## src/rtl/img_stream_pkg.sv

```systemverilog
// Shared types and constants for the two-source video frame arbiter.
// State encoding, default timing parameters and the pixel data width.
package img_stream_pkg;

  localparam int DATA_W      = 8;
  localparam int TIMEOUT_DEF = 4096;
  localparam int DRAIN_DEF   = 4;

  typedef enum logic [1:0] {
    IDLE     = 2'd0,
    WAIT_SOF = 2'd1,
    ACTIVE   = 2'd2,
    DRAIN    = 2'd3
  } state_t;

endpackage

```

## src/rtl/img_frame_arbiter_if.sv

```systemverilog
// One video stream bundle: sync strobes, enable and pixel byte.
// Used for the owner-selected stream inside the arbiter and by the bench.
interface img_frame_arbiter_if;
  import img_stream_pkg::*;

  logic              VSYNC;
  logic              HSYNC;
  logic              EN;
  logic [DATA_W-1:0] Data;

  modport master (
    output VSYNC, HSYNC, EN, Data
  );

  modport slave (
    input VSYNC, HSYNC, EN, Data
  );

endinterface

```

## src/rtl/img_rr_arb2.sv

```systemverilog
// Two-way round-robin pick: the source that did not own last wins a tie.
// Pure combinational; the caller registers the chosen owner.
module img_rr_arb2 (
  input  logic [1:0] Req,
  input  logic       Owner,
  output logic       nextOwner,
  output logic       valid
);

  always_comb begin
    valid     = |Req;
    nextOwner = Owner;
    unique case (Req)
      2'b11:   nextOwner = ~Owner;
      2'b10:   nextOwner = 1'b1;
      2'b01:   nextOwner = 1'b0;
      default: nextOwner = Owner;
    endcase
  end

endmodule

```

## src/rtl/img_frame_arbiter.sv

```systemverilog
// Grants one of two video sources a whole frame at a time and muxes its
// stream (one clock late) to a shared stage, with timeout and drain gap.
module img_frame_arbiter
  import img_stream_pkg::*;
#(
  parameter int TIMEOUT_CYCLES = TIMEOUT_DEF,
  parameter int DRAIN_CYCLES   = DRAIN_DEF
) (
  input  logic              clk_sys,
  input  logic              reset_sys,
  input  logic [1:0]        Req,
  output logic [1:0]        Grant,
  input  logic              In0VSYNC,
  input  logic              In0HSYNC,
  input  logic              In0EN,
  input  logic [DATA_W-1:0] In0Data,
  input  logic              In1VSYNC,
  input  logic              In1HSYNC,
  input  logic              In1EN,
  input  logic [DATA_W-1:0] In1Data,
  output logic              OutVSYNC,
  output logic              OutHSYNC,
  output logic              OutEN,
  output logic [DATA_W-1:0] OutData,
  output logic              Owner,
  output logic              Busy,
  output logic [15:0]       LineCnt,
  output logic              FrameDone,
  output logic              ErrTimeout
);

  localparam int IW  = $clog2(TIMEOUT_CYCLES + 1);
  localparam int DCW = $clog2(DRAIN_CYCLES + 1);

  img_frame_arbiter_if sel ();

  state_t          state;
  state_t          stateNext;
  logic            ownerNext;
  logic            arbValid;
  logic            prevV;
  logic            prevH;
  logic            vRise;
  logic            hRise;
  logic            activity;
  logic            inFrame;
  logic            idleHit;
  logic            sofHit;
  logic            eofHit;
  logic            tmoHit;
  logic            outEn;
  logic [IW-1:0]   idleCnt;
  logic [IW-1:0]   idleNext;
  logic [DCW-1:0]  drainCnt;
  logic [DCW-1:0]  drainNext;

  // Only the owner's stream is ever looked at.
  assign sel.VSYNC = Owner ? In1VSYNC : In0VSYNC;
  assign sel.HSYNC = Owner ? In1HSYNC : In0HSYNC;
  assign sel.EN    = Owner ? In1EN    : In0EN;
  assign sel.Data  = Owner ? In1Data  : In0Data;

  assign vRise    = sel.VSYNC & ~prevV;
  assign hRise    = sel.HSYNC & ~prevH;
  assign activity = sel.VSYNC | sel.HSYNC | sel.EN;
  assign inFrame  = (state == WAIT_SOF) || (state == ACTIVE);
  assign idleHit  = inFrame && !activity
                 && (idleCnt == IW'(TIMEOUT_CYCLES - 1));

  img_rr_arb2 uArb (
    .Req       (Req),
    .Owner     (Owner),
    .nextOwner (ownerNext),
    .valid     (arbValid)
  );

  always_comb begin
    stateNext = state;
    sofHit    = 1'b0;
    eofHit    = 1'b0;
    tmoHit    = 1'b0;
    unique case (state)
      IDLE: begin
        if (arbValid) stateNext = WAIT_SOF;
      end
      WAIT_SOF: begin
        if (vRise) begin
          stateNext = ACTIVE;
          sofHit    = 1'b1;
        end else if (!Req[Owner]) begin
          stateNext = IDLE;
        end else if (idleHit) begin
          stateNext = DRAIN;
          tmoHit    = 1'b1;
        end
      end
      ACTIVE: begin
        if (vRise) begin
          stateNext = DRAIN;
          eofHit    = 1'b1;
        end else if (idleHit) begin
          stateNext = DRAIN;
          tmoHit    = 1'b1;
        end
      end
      DRAIN: begin
        if (drainCnt == DCW'(DRAIN_CYCLES - 1)) stateNext = IDLE;
      end
      default: stateNext = IDLE;
    endcase

    idleNext = (!inFrame || activity || stateNext != state)
             ? '0 : idleCnt + IW'(1);
    drainNext = (state == DRAIN && stateNext == DRAIN)
              ? drainCnt + DCW'(1) : '0;
    // EOF beat still goes out; a timeout or request drop blanks it.
    outEn = inFrame && (stateNext != IDLE) && !tmoHit;

    Grant = inFrame ? (Owner ? 2'b10 : 2'b01) : 2'b00;
    Busy  = (state != IDLE);
  end

  always_ff @(posedge clk_sys or posedge reset_sys) begin
    if (reset_sys) begin
      state      <= IDLE;
      Owner      <= 1'b1;
      prevV      <= 1'b0;
      prevH      <= 1'b0;
      idleCnt    <= '0;
      drainCnt   <= '0;
      LineCnt    <= '0;
      FrameDone  <= 1'b0;
      ErrTimeout <= 1'b0;
      OutVSYNC   <= 1'b0;
      OutHSYNC   <= 1'b0;
      OutEN      <= 1'b0;
      OutData    <= '0;
    end else begin
      state      <= stateNext;
      prevV      <= sel.VSYNC;
      prevH      <= sel.HSYNC;
      idleCnt    <= idleNext;
      drainCnt   <= drainNext;
      FrameDone  <= eofHit;
      ErrTimeout <= tmoHit;
      if (state == IDLE && arbValid) Owner <= ownerNext;
      if (sofHit) begin
        LineCnt <= 16'd1;
      end else if (state == ACTIVE && hRise && !sel.VSYNC
                   && LineCnt != 16'hFFFF) begin
        LineCnt <= LineCnt + 16'd1;
      end
      if (outEn) begin
        OutVSYNC <= sel.VSYNC;
        OutHSYNC <= sel.HSYNC;
        OutEN    <= sel.EN;
        OutData  <= sel.Data;
      end else begin
        OutVSYNC <= 1'b0;
        OutHSYNC <= 1'b0;
        OutEN    <= 1'b0;
        OutData  <= '0;
      end
    end
  end

endmodule
```

## config.mk

```make
export PLATFORM = sky130hd
export DESIGN_NAME = img_frame_arbiter
export DESIGN_NICKNAME = d
export VERILOG_FILES = /design/src/rtl/img_stream_pkg.sv /design/src/rtl/img_frame_arbiter_if.sv /design/src/rtl/img_rr_arb2.sv /design/src/rtl/img_frame_arbiter.sv
export SDC_FILE = /design/constraint.sdc
export NUM_CORES = 1
export LEC_CHECK = 0
export CORE_AREA = 2 2 78 80
export DETAILED_ROUTE_END_ITERATION = 8
export DIE_AREA = 0 0 80 82
export GPL_TIMING_DRIVEN = 0
export PLACE_DENSITY = 0.77
export SLEW_MARGIN = 20
export SYNTH_ARGS = -nofsm -noshare
export SYNTH_HDL_FRONTEND = slang
export SYNTH_SLANG_ARGS = --single-unit
```

## constraint.sdc

```tcl
create_clock -name clk_sys -period 2.6 [get_ports clk_sys]
set_input_delay 0.39 -clock clk_sys [delete_from_list [all_inputs] [get_ports clk_sys]]
set_output_delay 0.39 -clock clk_sys [all_outputs]
set_load 0.02 [all_outputs]
```

### After elaboration in Yosys (flattened, before gate mapping)

Cells that the tools add are included.

* add/subtract/negate cells: 3
* order comparisons: 1
* equality and inequality tests: 11
* mux-type cells: 32
* bitwise logic cells: 7
* reduce and logical (&&, ||, !) cells: 23

Operators by type and width (number)
* 16-bit 2-to-1 mux: 2
* 16-bit by 1-bit adder with 16-bit output, second input constant: 1
* 2-bit 2-to-1 mux: 8
* 8-bit 2-to-1 mux: 2
* 16-bit != test, second input constant: 1
* 1-bit 2-to-1 mux: 15
* 13-bit by 1-bit adder with 13-bit output, second input constant: 1
* 13-bit by 12-bit == test with 1-bit output, second input constant: 1
* 13-bit 2-to-1 mux: 1
* 2-bit == test, second input constant: 5
* 1-bit logical AND: 9
* 2-bit case mux with 4 select lines: 1
* 2-bit nonzero test: 3
* 2-bit by 1-bit == test with 1-bit output, second input constant: 2
* 1-bit zero test: 4
* 3-bit by 1-bit adder with 3-bit output, second input constant: 1
* 3-bit by 2-bit == test with 1-bit output, second input constant: 1
* 1-bit logical OR: 3
* 3-bit 2-to-1 mux: 1
* 1-bit inverter: 3
* 1-bit case mux with 3 select lines: 1
* 3-bit nonzero test: 1
* 1-bit bitwise AND: 2
* 2-bit zero test: 1
* other kinds (6): 7

* bits in registers: 50
* bits of input ports: 26

### Depth between registers and ports, before layout

Gate-level depths: netlist of the first run.

* depth in word-level cells: 14
* depth in mapped cells: 8
* mapped depth without buffers: 7

### By module

A second synthesis of the first run with hierarchy kept.

* cell total of the unflattened synthesis: 276
* area total of the unflattened synthesis: 2757.6 sq um

By module, submodules not included
* img_frame_arbiter: times used 1, cells an instance 273, area an instance 2737.6 sq um, sequential area each 1252.5 sq um
* img_rr_arb2: times used 1, cells an instance 3, area an instance 20.0 sq um, sequential area each 0.0 sq um

### Worst setup path before layout of the first run

No wires, ideal clock.

* kind: register -> register
* start: reg Owner
* end: reg idleCnt[10]
* library setup time: 127 ps
* arrival time: 2069 ps
* path slack: 404 ps
* stages on the path, launching flop included: 9
* buffers on the path: 2
* period minus slack after synthesis: 2196 ps
* cells stage by stage: dfstp_2 -> buf_6 -> mux2i_4 -> inv_4 -> a221oi_1 -> nand3_1 -> o2111ai_1 -> buf_2 -> nor3_2

* word-level cells in the longest chain between the ends: 13

RTL lines
* from (decl): line img_frame_arbiter.sv:25 `output logic Owner,`
* from (signal assigned): line img_frame_arbiter.sv:146 `if (state == IDLE && arbValid) Owner <= ownerNext;`
* 1-bit 2-to-1 mux (*): line img_frame_arbiter.sv:58 `assign sel.VSYNC = Owner ? In1VSYNC : In0VSYNC;`
* via sel.VSYNC: line img_frame_arbiter_if.sv:6 `logic VSYNC;`
* 1-bit bitwise OR (2 in series): line img_frame_arbiter.sv:65 `assign activity = sel.VSYNC | sel.HSYNC | sel.EN;`
* 1-bit zero test: line img_frame_arbiter.sv:67 `assign idleHit = inFrame && !activity`
* 1-bit logical AND: line img_frame_arbiter.sv:67
* 1-bit logical AND: line img_frame_arbiter.sv:68 `&& (idleCnt == IW'(TIMEOUT_CYCLES - 1));`
* 2-bit 2-to-1 mux: line img_frame_arbiter.sv:92, img_frame_arbiter.sv:101
* 2-bit 2-to-1 mux: line img_frame_arbiter.sv:90 `end else if (!Req[Owner]) begin`
* 2-bit 2-to-1 mux: line img_frame_arbiter.sv:87 `if (vRise) begin`
* 2-bit case mux with 4 select lines: line img_frame_arbiter.sv:82 `unique case (state)`
* 2-bit != test: line img_frame_arbiter.sv:112 `idleNext = (!inFrame || activity || stateNext != state)`
* 1-bit logical OR (*): line img_frame_arbiter.sv:112
* 13-bit 2-to-1 mux (*): line img_frame_arbiter.sv:113 `? '0 : idleCnt + IW'(1);`
* via idleNext[10]: line img_frame_arbiter.sv:53 `logic [IW-1:0] idleNext;`
* to (signal assigned): line img_frame_arbiter.sv:142 `idleCnt <= idleNext;`
* to (decl): line img_frame_arbiter.sv:52 `logic [IW-1:0] idleCnt;`

Mark *: on every way through the listed nets, which the timed path passes. The rest lies on a longest branch. The select of a mux whose other input is x is not followed.
A chain may end at the register's enable or synchronous reset.

### Worst setup path in the final report of the first run

* start: reg state[0]
* end: out Grant[0]

* word-level cells in the longest chain between the ends: 3

RTL lines
* from (decl): line img_frame_arbiter.sv:37 `state_t state;`
* from (signal assigned): line img_frame_arbiter.sv:139 `state <= stateNext;`
* 2-bit by 1-bit == test with 1-bit output / 2-bit == test (equally long branches): line img_frame_arbiter.sv:66 `assign inFrame = (state == WAIT_SOF) || (state == ACTIVE);`
* 1-bit logical OR (*): line img_frame_arbiter.sv:66
* 2-bit 2-to-1 mux (*): line img_frame_arbiter.sv:119 `Grant = inFrame ? (Owner ? 2'b10 : 2'b01) : 2'b00;`
* to (decl): line img_frame_arbiter.sv:12 `output logic [1:0] Grant,`

Every way passes the cells marked *; elsewhere a longest branch is shown, timed or not.

==> out/results.ini, run 1 <==
[cts]
clkLatencyLatePin_ns = 0.31
clkTransAtPathRegs_ns = 0.09
numCtsBuffers = 5
cts-root-buf = clkbuf_8
cts_tree = yes
clock-sinks = 50
htreeDepth = 2
clk_path_buf_depth = 2
holdBufCountCts = 0

[grt]
grt_max_degree = 28
grt_pass1_wl_um = 10100
grt.total_usage_pct = 19.4
antenna_found_initial = 0
grt_pass1_vias = 2231
overflow = 0

[floorplanning]
num_rows = 28
start_util_pct = 48.3
die_area_um2 = 6560
chipWidth_um = 80
ios = 59
dieHeight_um = 82
core-area_um2 = 5750

[power]
power_switching_mw = 1.20
seqPwrFrac_pct = 33.4
clkPwrFrac_pct = 16.9
p_comb_share_pct = 49.6
vdd_ir_drop_max_mv = 0.464
power_mw = 2.98
powerDensity_nw_per_um2 = 827
leakagePower_nw = 1.43
switching_share_pct = 40.1
internal-power_mw = 1.79

[critical_path]
worst_setup_path_start_kind = register
critical_path.max_stage_delay_ns = 0.61
critPathRequiredTime_ns = 2.21
arrival_ns = 2.08
cp_max_fo = 9
cp_cell_sequence = inv_1, ha_1, nor2b_1, clkdlybuf4s50_1
endpoint_kind = output port
crit_type = reg -> out
crit_slowest_cell = clkdlybuf4s50_1
crit_family = buffers and inverters
critical_path_buf_inv_count = 2

[drt]
firstDrtPassIters = 4
ant_nets = 0
via_per_inst = 5.38
drt-initial-drc-count = 122
drc_errors = 0
wl_per_cell_um = 13.6
wl_um = 5760
vias = 2272

[status]
status = completed

[finish]
finalNetCount = 383
area_delta_synth_final_pct = 29.9
insertedDiodeCount = 0
drive_above_1_share_pct = 12.1
utilization_pct = 62.8

[timing]
max_freq_mhz = 404
setup_ws_ns = 0.126
clock_skew_ns = 0.0121
min_period_over_period_pct = 95.1
setup_violations = 0
final.setup.tns_ns = 0
slew_viol_final = 0
rsz0062_at_grt = no
period_needed_ns = 2.47
hold_viol = 0
max_slew.worst_pin.slew_ns = 0.746
maxSlewHeadroom_pct = 49.8

[yosys]
synth_nets = 315
syn_avg_cell_area_um2 = 9.98
yosysSeqAreaShare_pct = 45.1
async_reset_ff_share_pct = 100
synth_top_family_by_area = simple AND/OR/NAND/NOR gates
synth_ff_type = dfrtp_1
yosysTopAreaCellShare_pct = 44.2
synth-simple-area-share_pct = 25.7
ys_types = 48
ys_ff_latch = 50
synth_cells = 278
yosys-mux-area-fraction_pct = 5.59
synth_area_leader_cell = dfrtp_1
synth_area_leaders = dfrtp_1, xnor2_1, ha_1, mux2i_1, nor3_1
synth-warning-count = 0
synth_compound_area_share_pct = 7.94
synthXorXnorAreaFrac_pct = 6.94
synth-edff-count = 0
yosys.area_share.adder_pct = 4.96
netlist_area_um2 = 2780

[placed_design]
globalplace.congestion = 0.849
hpwl_um = 4330
preCtsSetupSlack_ns = 0.0658
placement.io_buffers = 58

[worst_hold_path]
holdCritPathClass = reg -> reg

[flow_run]
cap_violations = 0

[power by group through the flow]
stage	sequential, mW	clock [mW]	combinational, mW
finish	0.997	0.504	1.48
global route	1.02	0.540	1.63
CTS	0.994	0.514	1.47
detailed placement	1.01	0	1.47
global placement	1.01	0	1.45
floorplan	1.13	0	0.848
[cell usage after synthesis, drive strengths merged (5+ instances only)]
cell type	count
a21oi	7
and2	5
buf	5
dfrtp	49
ha	11
inv	14
mux2i	12
nand2	20
nand3	11
nand4	10
nor2	26
nor2b	5
nor3	32
nor4	7
o21ai	7
xnor2	18
[layer usage]
layer  wire length, µm  part of all wire (%)  vias to the layer above  GRT usage [%]
li1                  -                     -                     1116              -
met1              2390                    42                     1067           23.9
met2              2860                    50                       76           33.3
met3               414                   7.2                       13           4.18
met4                91                   1.6                        0           7.63
met5                 0                     0                        -              0
[metrics by stage]
step / area [µm²] / hold WS, ns / std cells
floorplan: 2780 / 0.417 / 278
global placement: 3450 / 0.435 / 411
detailed placement: 3480 / 0.435 / 412
CTS: 3580 / 0.448 / 419
global route: 3610 / 0.470 / 422
finish: 3610 / 0.447 / 422
[flip-flops by register name, summed over array words and instances (netlist names), 2 cells and up]
signal	flops
OutData	8
idleCnt	13
drainCnt	3
state	2
LineCnt	16
[final timing paths]
path                              from     endpoint  slack, ns  cells after the start
max                           state[0]     Grant[0]       0.13                      4
min                        drainCnt[0]  drainCnt[0]       0.45                      1
max reg2reg                      Owner   idleCnt[4]       0.25                      8
min reg2reg                drainCnt[0]  drainCnt[0]       0.45                      1
max in group asynchronous    reset_sys        Owner       1.52                      3
min in group asynchronous    reset_sys   LineCnt[5]       0.46                      2
[what timing repair did]
| item | 4_1_cts | 5_1_grt |
|---|---|---|
| setup endpoints to repair | 2 | 20 |
| pin swaps | 0 | 0 |
| buffers inserted | 0 | 3 |
| gates resized for setup | 0 | 3 |
[cells by family after synthesis]
family / after synthesis
xor gates and xnor gates: 22
adders and majority gates: 11
buffers and inverters: 22
and+or+nand+nor: 129
muxes: 14
DFF: 50
AOI/OAI and AO/OA: 30
[area by class of cell]
type / count / area [µm²]
plain buffers: 7 / 47.5
flip-flops and latches: 50 / 1250
repair buffers: 62 / 631
fillers: 490 / 2140
inverters: 14 / 55.1
clock buffers: 7 / 96.3
well taps: 75 / 93.8
clock inverters: 1 / 8.76
multi-input cells: 206 / 1420
[cells in the final DEF (no fill, tap or decap), types with 3 or more instances in the layout]
cell type        count
inv_1               12
nor4_1               7
nand2_1             20
xor2_1               4
clkdlybuf4s50_1     58
dfrtp_1             47
mux2i_1             11
nor2b_1              5
xnor2_1             18
a21oi_1              6
nand4_1             10
clkbuf_8             7
o21ai_0              7
nor2_1              26
nor3_2              10
nor4b_1              3
ha_1                11
nand3_1             10
nand2b_1             3
and2_1               5
buf_4                3
nor3_1              22
Power figures use the tool's default switching activity.
==> run 2, diff against run 1 <==
--- a/config.mk
+++ b/config.mk
@@ -5,9 +5,9 @@
 export SDC_FILE = /design/constraint.sdc
 export NUM_CORES = 1
 export LEC_CHECK = 0
-export CORE_AREA = 2 2 78 80
+export CORE_AREA = 3 3 79 81
 export DETAILED_ROUTE_END_ITERATION = 8
-export DIE_AREA = 0 0 80 82
+export DIE_AREA = 0 0 82 84
 export GPL_TIMING_DRIVEN = 0
 export PLACE_DENSITY = 0.77
 export SLEW_MARGIN = 20
==> out/results.ini, run 2 (synthesis results as in run 1) <==
[cts]
clkTransAtPathRegs_ns = 0.08
cts_setup_buffers = 0
holdBufCountCts = 0
cts-root-buf = clkbuf_8
htreeDepth = 2
clock-sinks = 50
cts_tree = yes
clkLatencyLatePin_ns = 0.30
numCtsBuffers = 5
clk_path_buf_depth = 2

[timing]
max_slew.worst_pin.slew_ns = 0.718
max_freq_mhz = 402
slew_viol_final = 0
hold_viol = 0
min_period_over_period_pct = 95.7
final.setup.tns_ns = 0
clock_skew_ns = 0.0105
period_needed_ns = 2.49
rsz0062_at_grt = no
maxSlewHeadroom_pct = 51.7
setup_violations = 0

[power]
power_mw = 2.93
power_switching_mw = 1.18
powerDensity_nw_per_um2 = 822
seqPwrFrac_pct = 33.8
switching_share_pct = 40.3
clkPwrFrac_pct = 15.7
vdd_ir_drop_max_mv = 0.522
leakagePower_nw = 1.41
p_comb_share_pct = 50.5
internal-power_mw = 1.75

[drt]
ant_nets = 0
wl_per_cell_um = 13.8
vias = 2219
wl_um = 5730
drt-initial-drc-count = 75
via_per_inst = 5.33
drc_errors = 0
firstDrtPassIters = 4

[finish]
drive_above_1_share_pct = 11.3
reg_top3 = LineCnt x16, idleCnt x13, OutData x8
largest_reg_flops = 16
final_common_cell = clkdlybuf4s50_1
area_delta_synth_final_pct = 28.6
insertedDiodeCount = 0
regMostFlops = LineCnt
mostFrequentLayoutCells = clkdlybuf4s50_1, dfrtp_1, nor2_1
finalNetCount = 380

[floorplanning]
num_rows = 27
dieHeight_um = 84
core-area_um2 = 5540
chipWidth_um = 82
ios = 59
die_area_um2 = 6890
start_util_pct = 50.1

[critical_path]
endpoint_kind = output port
cp_max_fo = 8
critPathRequiredTime_ns = 2.21
arrival_ns = 2.10
worst_setup_path_start_kind = register
crit_type = reg -> out

[grt]
antenna_found_initial = 0
grt_pass1_vias = 2163
overflow = 0
grt_pass1_wl_um = 9890
grt.total_usage_pct = 18.1
grt_max_degree = 36

[status]
status = completed

[flow_run]
cap_violations = 0

[placed_design]
hpwl_um = 4510
globalplace.congestion = 0.839
placement.io_buffers = 58

[worst_hold_path]
holdCritPathClass = in -> async

==> run 2: cell count changes in the layout (fill, tap and decap cells not counted), sizes merged <==
cell  delta
buf      -3
==> run 2: path summary, 6_finish.rpt <==
kind | end | slack [ns] | from | depth (start not counted)
min in group clk_sys | drainCnt[0] | 0.46 | drainCnt[0] | 1
setup / recovery | Grant[0] | 0.11 | state[1] | 4
max in group asynchronous | state[0] | 1.72 | reset_sys | 3
setup reg to reg | idleCnt[10] | 0.16 | Owner | 8
hold reg to reg | drainCnt[0] | 0.46 | drainCnt[0] | 1
hold / removal | idleCnt[11] | 0.37 | reset_sys | 2
==> run 2: timing repair <==
action,CTS,global route
cloned,0,0
setup endpoints to repair,1,14
gates resized for setup,0,4
==> run 2: final cells by class <==
type                    count  area (µm²)
fillers                   471        1970
multi-input cells         206        1430
flip-flops and latches     50        1250
repair buffers             59         601
well taps                  72        90.1
clock buffers               7        86.3
inverters                  14        55.1
plain buffers               7        47.5
clock inverters             1        5.00
==> run 2: stage by stage <==
stage          hold WS [ns]  utilization (%)  area [µm²]  std cells  worst slack [ns]
6_report              0.372             64.4        3570        416             0.111
5_1_grt               0.420             64.4        3570        416            0.0158
4_1_cts               0.371             64.1        3550        416            0.0294
3_5_place_dp          0.453             62.6        3470        409            0.0252
3_3_place_gp          0.431             62.2        3450        408            0.0454
2_1_floorplan         0.417                -        2780        278             0.404
==> run 2: power by group through the flow <==
stage | Sequential, mW | Clock, mW | Combinational [mW]
after floorplan | 1.13 | 0 | 0.848
after global placement | 1.00 | 0 | 1.44
after detailed placement | 1.01 | 0 | 1.47
after CTS | 0.992 | 0.475 | 1.47
after global routing | 1.01 | 0.508 | 1.62
final | 0.993 | 0.459 | 1.48
==> run 2: worst max-delay path, cell delays in order, from the launching register on <==
cell and delay (ns):
dfrtp_1 0.48, inv_1 0.17, ha_1 0.40, nor2b_1 0.14, clkdlybuf4s50_1 0.61
==> run 2: routing by layer <==
metal / up-vias / GRT usage (%) / part of all wire [%]
met1: 1047 / 23.6 / 44
met4: 0 / 4.98 / 1.1
met5: - / 0 / 0
li1: 1117 / - / -
met3: 7 / 3.35 / 4.6
met2: 48 / 30.3 / 50
==> run 3, diff against run 2 <==
--- a/config.mk
+++ b/config.mk
@@ -8,8 +8,9 @@
 export CORE_AREA = 3 3 79 81
 export DETAILED_ROUTE_END_ITERATION = 8
 export DIE_AREA = 0 0 82 84
+export DONT_BUFFER_PORTS = 1
 export GPL_TIMING_DRIVEN = 0
-export PLACE_DENSITY = 0.77
+export HOLD_SLACK_MARGIN = 0.08
 export SLEW_MARGIN = 20
 export SYNTH_ARGS = -nofsm -noshare
 export SYNTH_HDL_FRONTEND = slang
==> constraint.sdc (replaced) <==
create_clock -name clk_sys -period 2.35 [get_ports clk_sys]
set_input_delay 0.3525 -clock clk_sys [delete_from_list [all_inputs] [get_ports clk_sys]]
set_output_delay 0.3525 -clock clk_sys [all_outputs]
set_load 0.02 [all_outputs]
==> out/results.ini, run 3 (synthesis results as in run 1) <==
[finish]
regMostFlops = LineCnt
reg_top3 = LineCnt x16, idleCnt x13, OutData x8
drive_above_1_share_pct = 22.0
fill_cells = 486
finalNetCount = 336
mostFrequentLayoutCells = dfrtp_1, nor2_1, nor3_1
final_common_cell = dfrtp_1
largest_reg_flops = 16
insertedDiodeCount = 0
area_delta_synth_final_pct = 19.3

[timing]
whs_ns = 0.208
rsz0062_at_grt = yes
final.setup.tns_ns = -0.198
setup_ws_ns = -0.0284
min_period_over_period_pct = 101
maxSlewHeadroom_pct = 57.0
clock_skew_ns = 0.0137
max_slew.worst_pin.slew_ns = 0.644
setup_violations = 9
max_freq_mhz = 420
slew_viol_final = 0
period_needed_ns = 2.38
hold_viol = 0

[grt]
grt.total_usage_pct = 17.2
grt_pass1_wl_um = 9470
grtUsageMet3_pct = 4.54
antenna_found_initial = 0
overflow = 0
grt_max_degree = 32
grt_use_met2_pct = 29.5
grt_pass1_vias = 2059
busiest_layer = met2
grtUsageMet1_pct = 21.1

[worst_hold_path]
holdCritPathClass = in -> reg

[floorplanning]
dieHeight_um = 84
die_area_um2 = 6890
ios = 59
core-area_um2 = 5540
chipWidth_um = 82
start_util_pct = 50.1
num_rows = 27

[placed_design]
placement.io_buffers = 0
preCtsSetupSlack_ns = -0.158
hpwl_um = 4060
globalplace.congestion = 0.890

[drt]
vias = 2082
via_per_inst = 5.60
drc_errors = 0
drt-initial-drc-count = 73
ant_nets = 0
wl_per_cell_um = 15.9
wl_um = 5900
firstDrtPassIters = 4

[critical_path]
worst_setup_path_start_kind = register
critPathRequiredTime_ns = 2.53
arrival_ns = 2.56
endpoint_kind = register
cp_max_fo = 10
crit_type = reg -> reg

[power]
leakagePower_nw = 1.34
powerDensity_nw_per_um2 = 1050
power_mw = 3.47
vdd_ir_drop_max_mv = 0.776

[status]
failed_checks = negative setup slack
status = complete, but fails checks

[flow_run]
cap_violations = 0

[cts]
cts-root-buf = clkbuf_8
clock-sinks = 50
numCtsBuffers = 5
htreeDepth = 2
clk_path_buf_depth = 2
clkTransAtPathRegs_ns = 0.10
clkLatencyLatePin_ns = 0.31
cts_tree = yes

-- run 3: power breakdown --
group          total [mW]  leakage [nW]  internal, mW  switching [mW]
logic                1.59         0.610         0.630           0.964
clock network       0.601        0.0579         0.314           0.287
registers            1.28         0.674          1.01           0.266
-- run 3: path summary, 6_finish.rpt --
check	startpoint	to	slack [ns]	cells after the start
max in group asynchronous	reset_sys	OutData[6]	1.33	3
min	In0EN	OutEN	0.21	2
min reg2reg	drainCnt[0]	drainCnt[0]	0.44	1
max	state[0]	idleCnt[10]	-0.03	8
min in group asynchronous	reset_sys	idleCnt[12]	0.51	2
max reg2reg	state[0]	idleCnt[10]	-0.03	8
-- run 3: final cells by class --
class                           count  area, µm²  share of cell area, %
Multi-Input combinational cell    206       1590                   48.1
Sequential cell                    50       1260                   38.0
Timing Repair Buffer               14        141                   4.27
Tap cell                           72       90.1                   2.72
Clock buffer                        5       68.8                   2.08
Buffer                              8       67.6                   2.04
Inverter                           14       55.1                   1.66
Clock inverter                      3       40.0                   1.21
-- run 3: through the flow --
step	instances	cell area, µm²	util, %
finish	372	3310	59.7
CTS	363	3050	55.0
global placement	350	2870	51.7
global route	372	3310	59.7
detailed placement	351	2890	52.1
floorplan	278	2780	-
-- run 3: timing repair --
item | in CTS | in global routing
setup buffers | 3 | 7
pin swaps | 1 | 17
endpoints found under the hold margin | 18 | 0
resized for setup | 5 | 38
hold buffers | 1 | 0
gates cloned | 0 | 2
endpoints found under the setup margin | 22 | 38
-- run 3: worst max-delay path: stages (launching register included) --
cell and delay [ns]:
dfrtp_2 0.50, inv_1 0.21, ha_2 0.30, inv_1 0.18, nor4_2 0.38, o21ai_0 0.18, o2111ai_2 0.17, buf_6 0.27
nor3_2 0.07
-- run 3: per-layer routing --
layer	routed length [µm]	share of wire (%)
met2	2960	50
met3	236	4.0
met5	0	0
met4	60	1.0
met1	2640	45
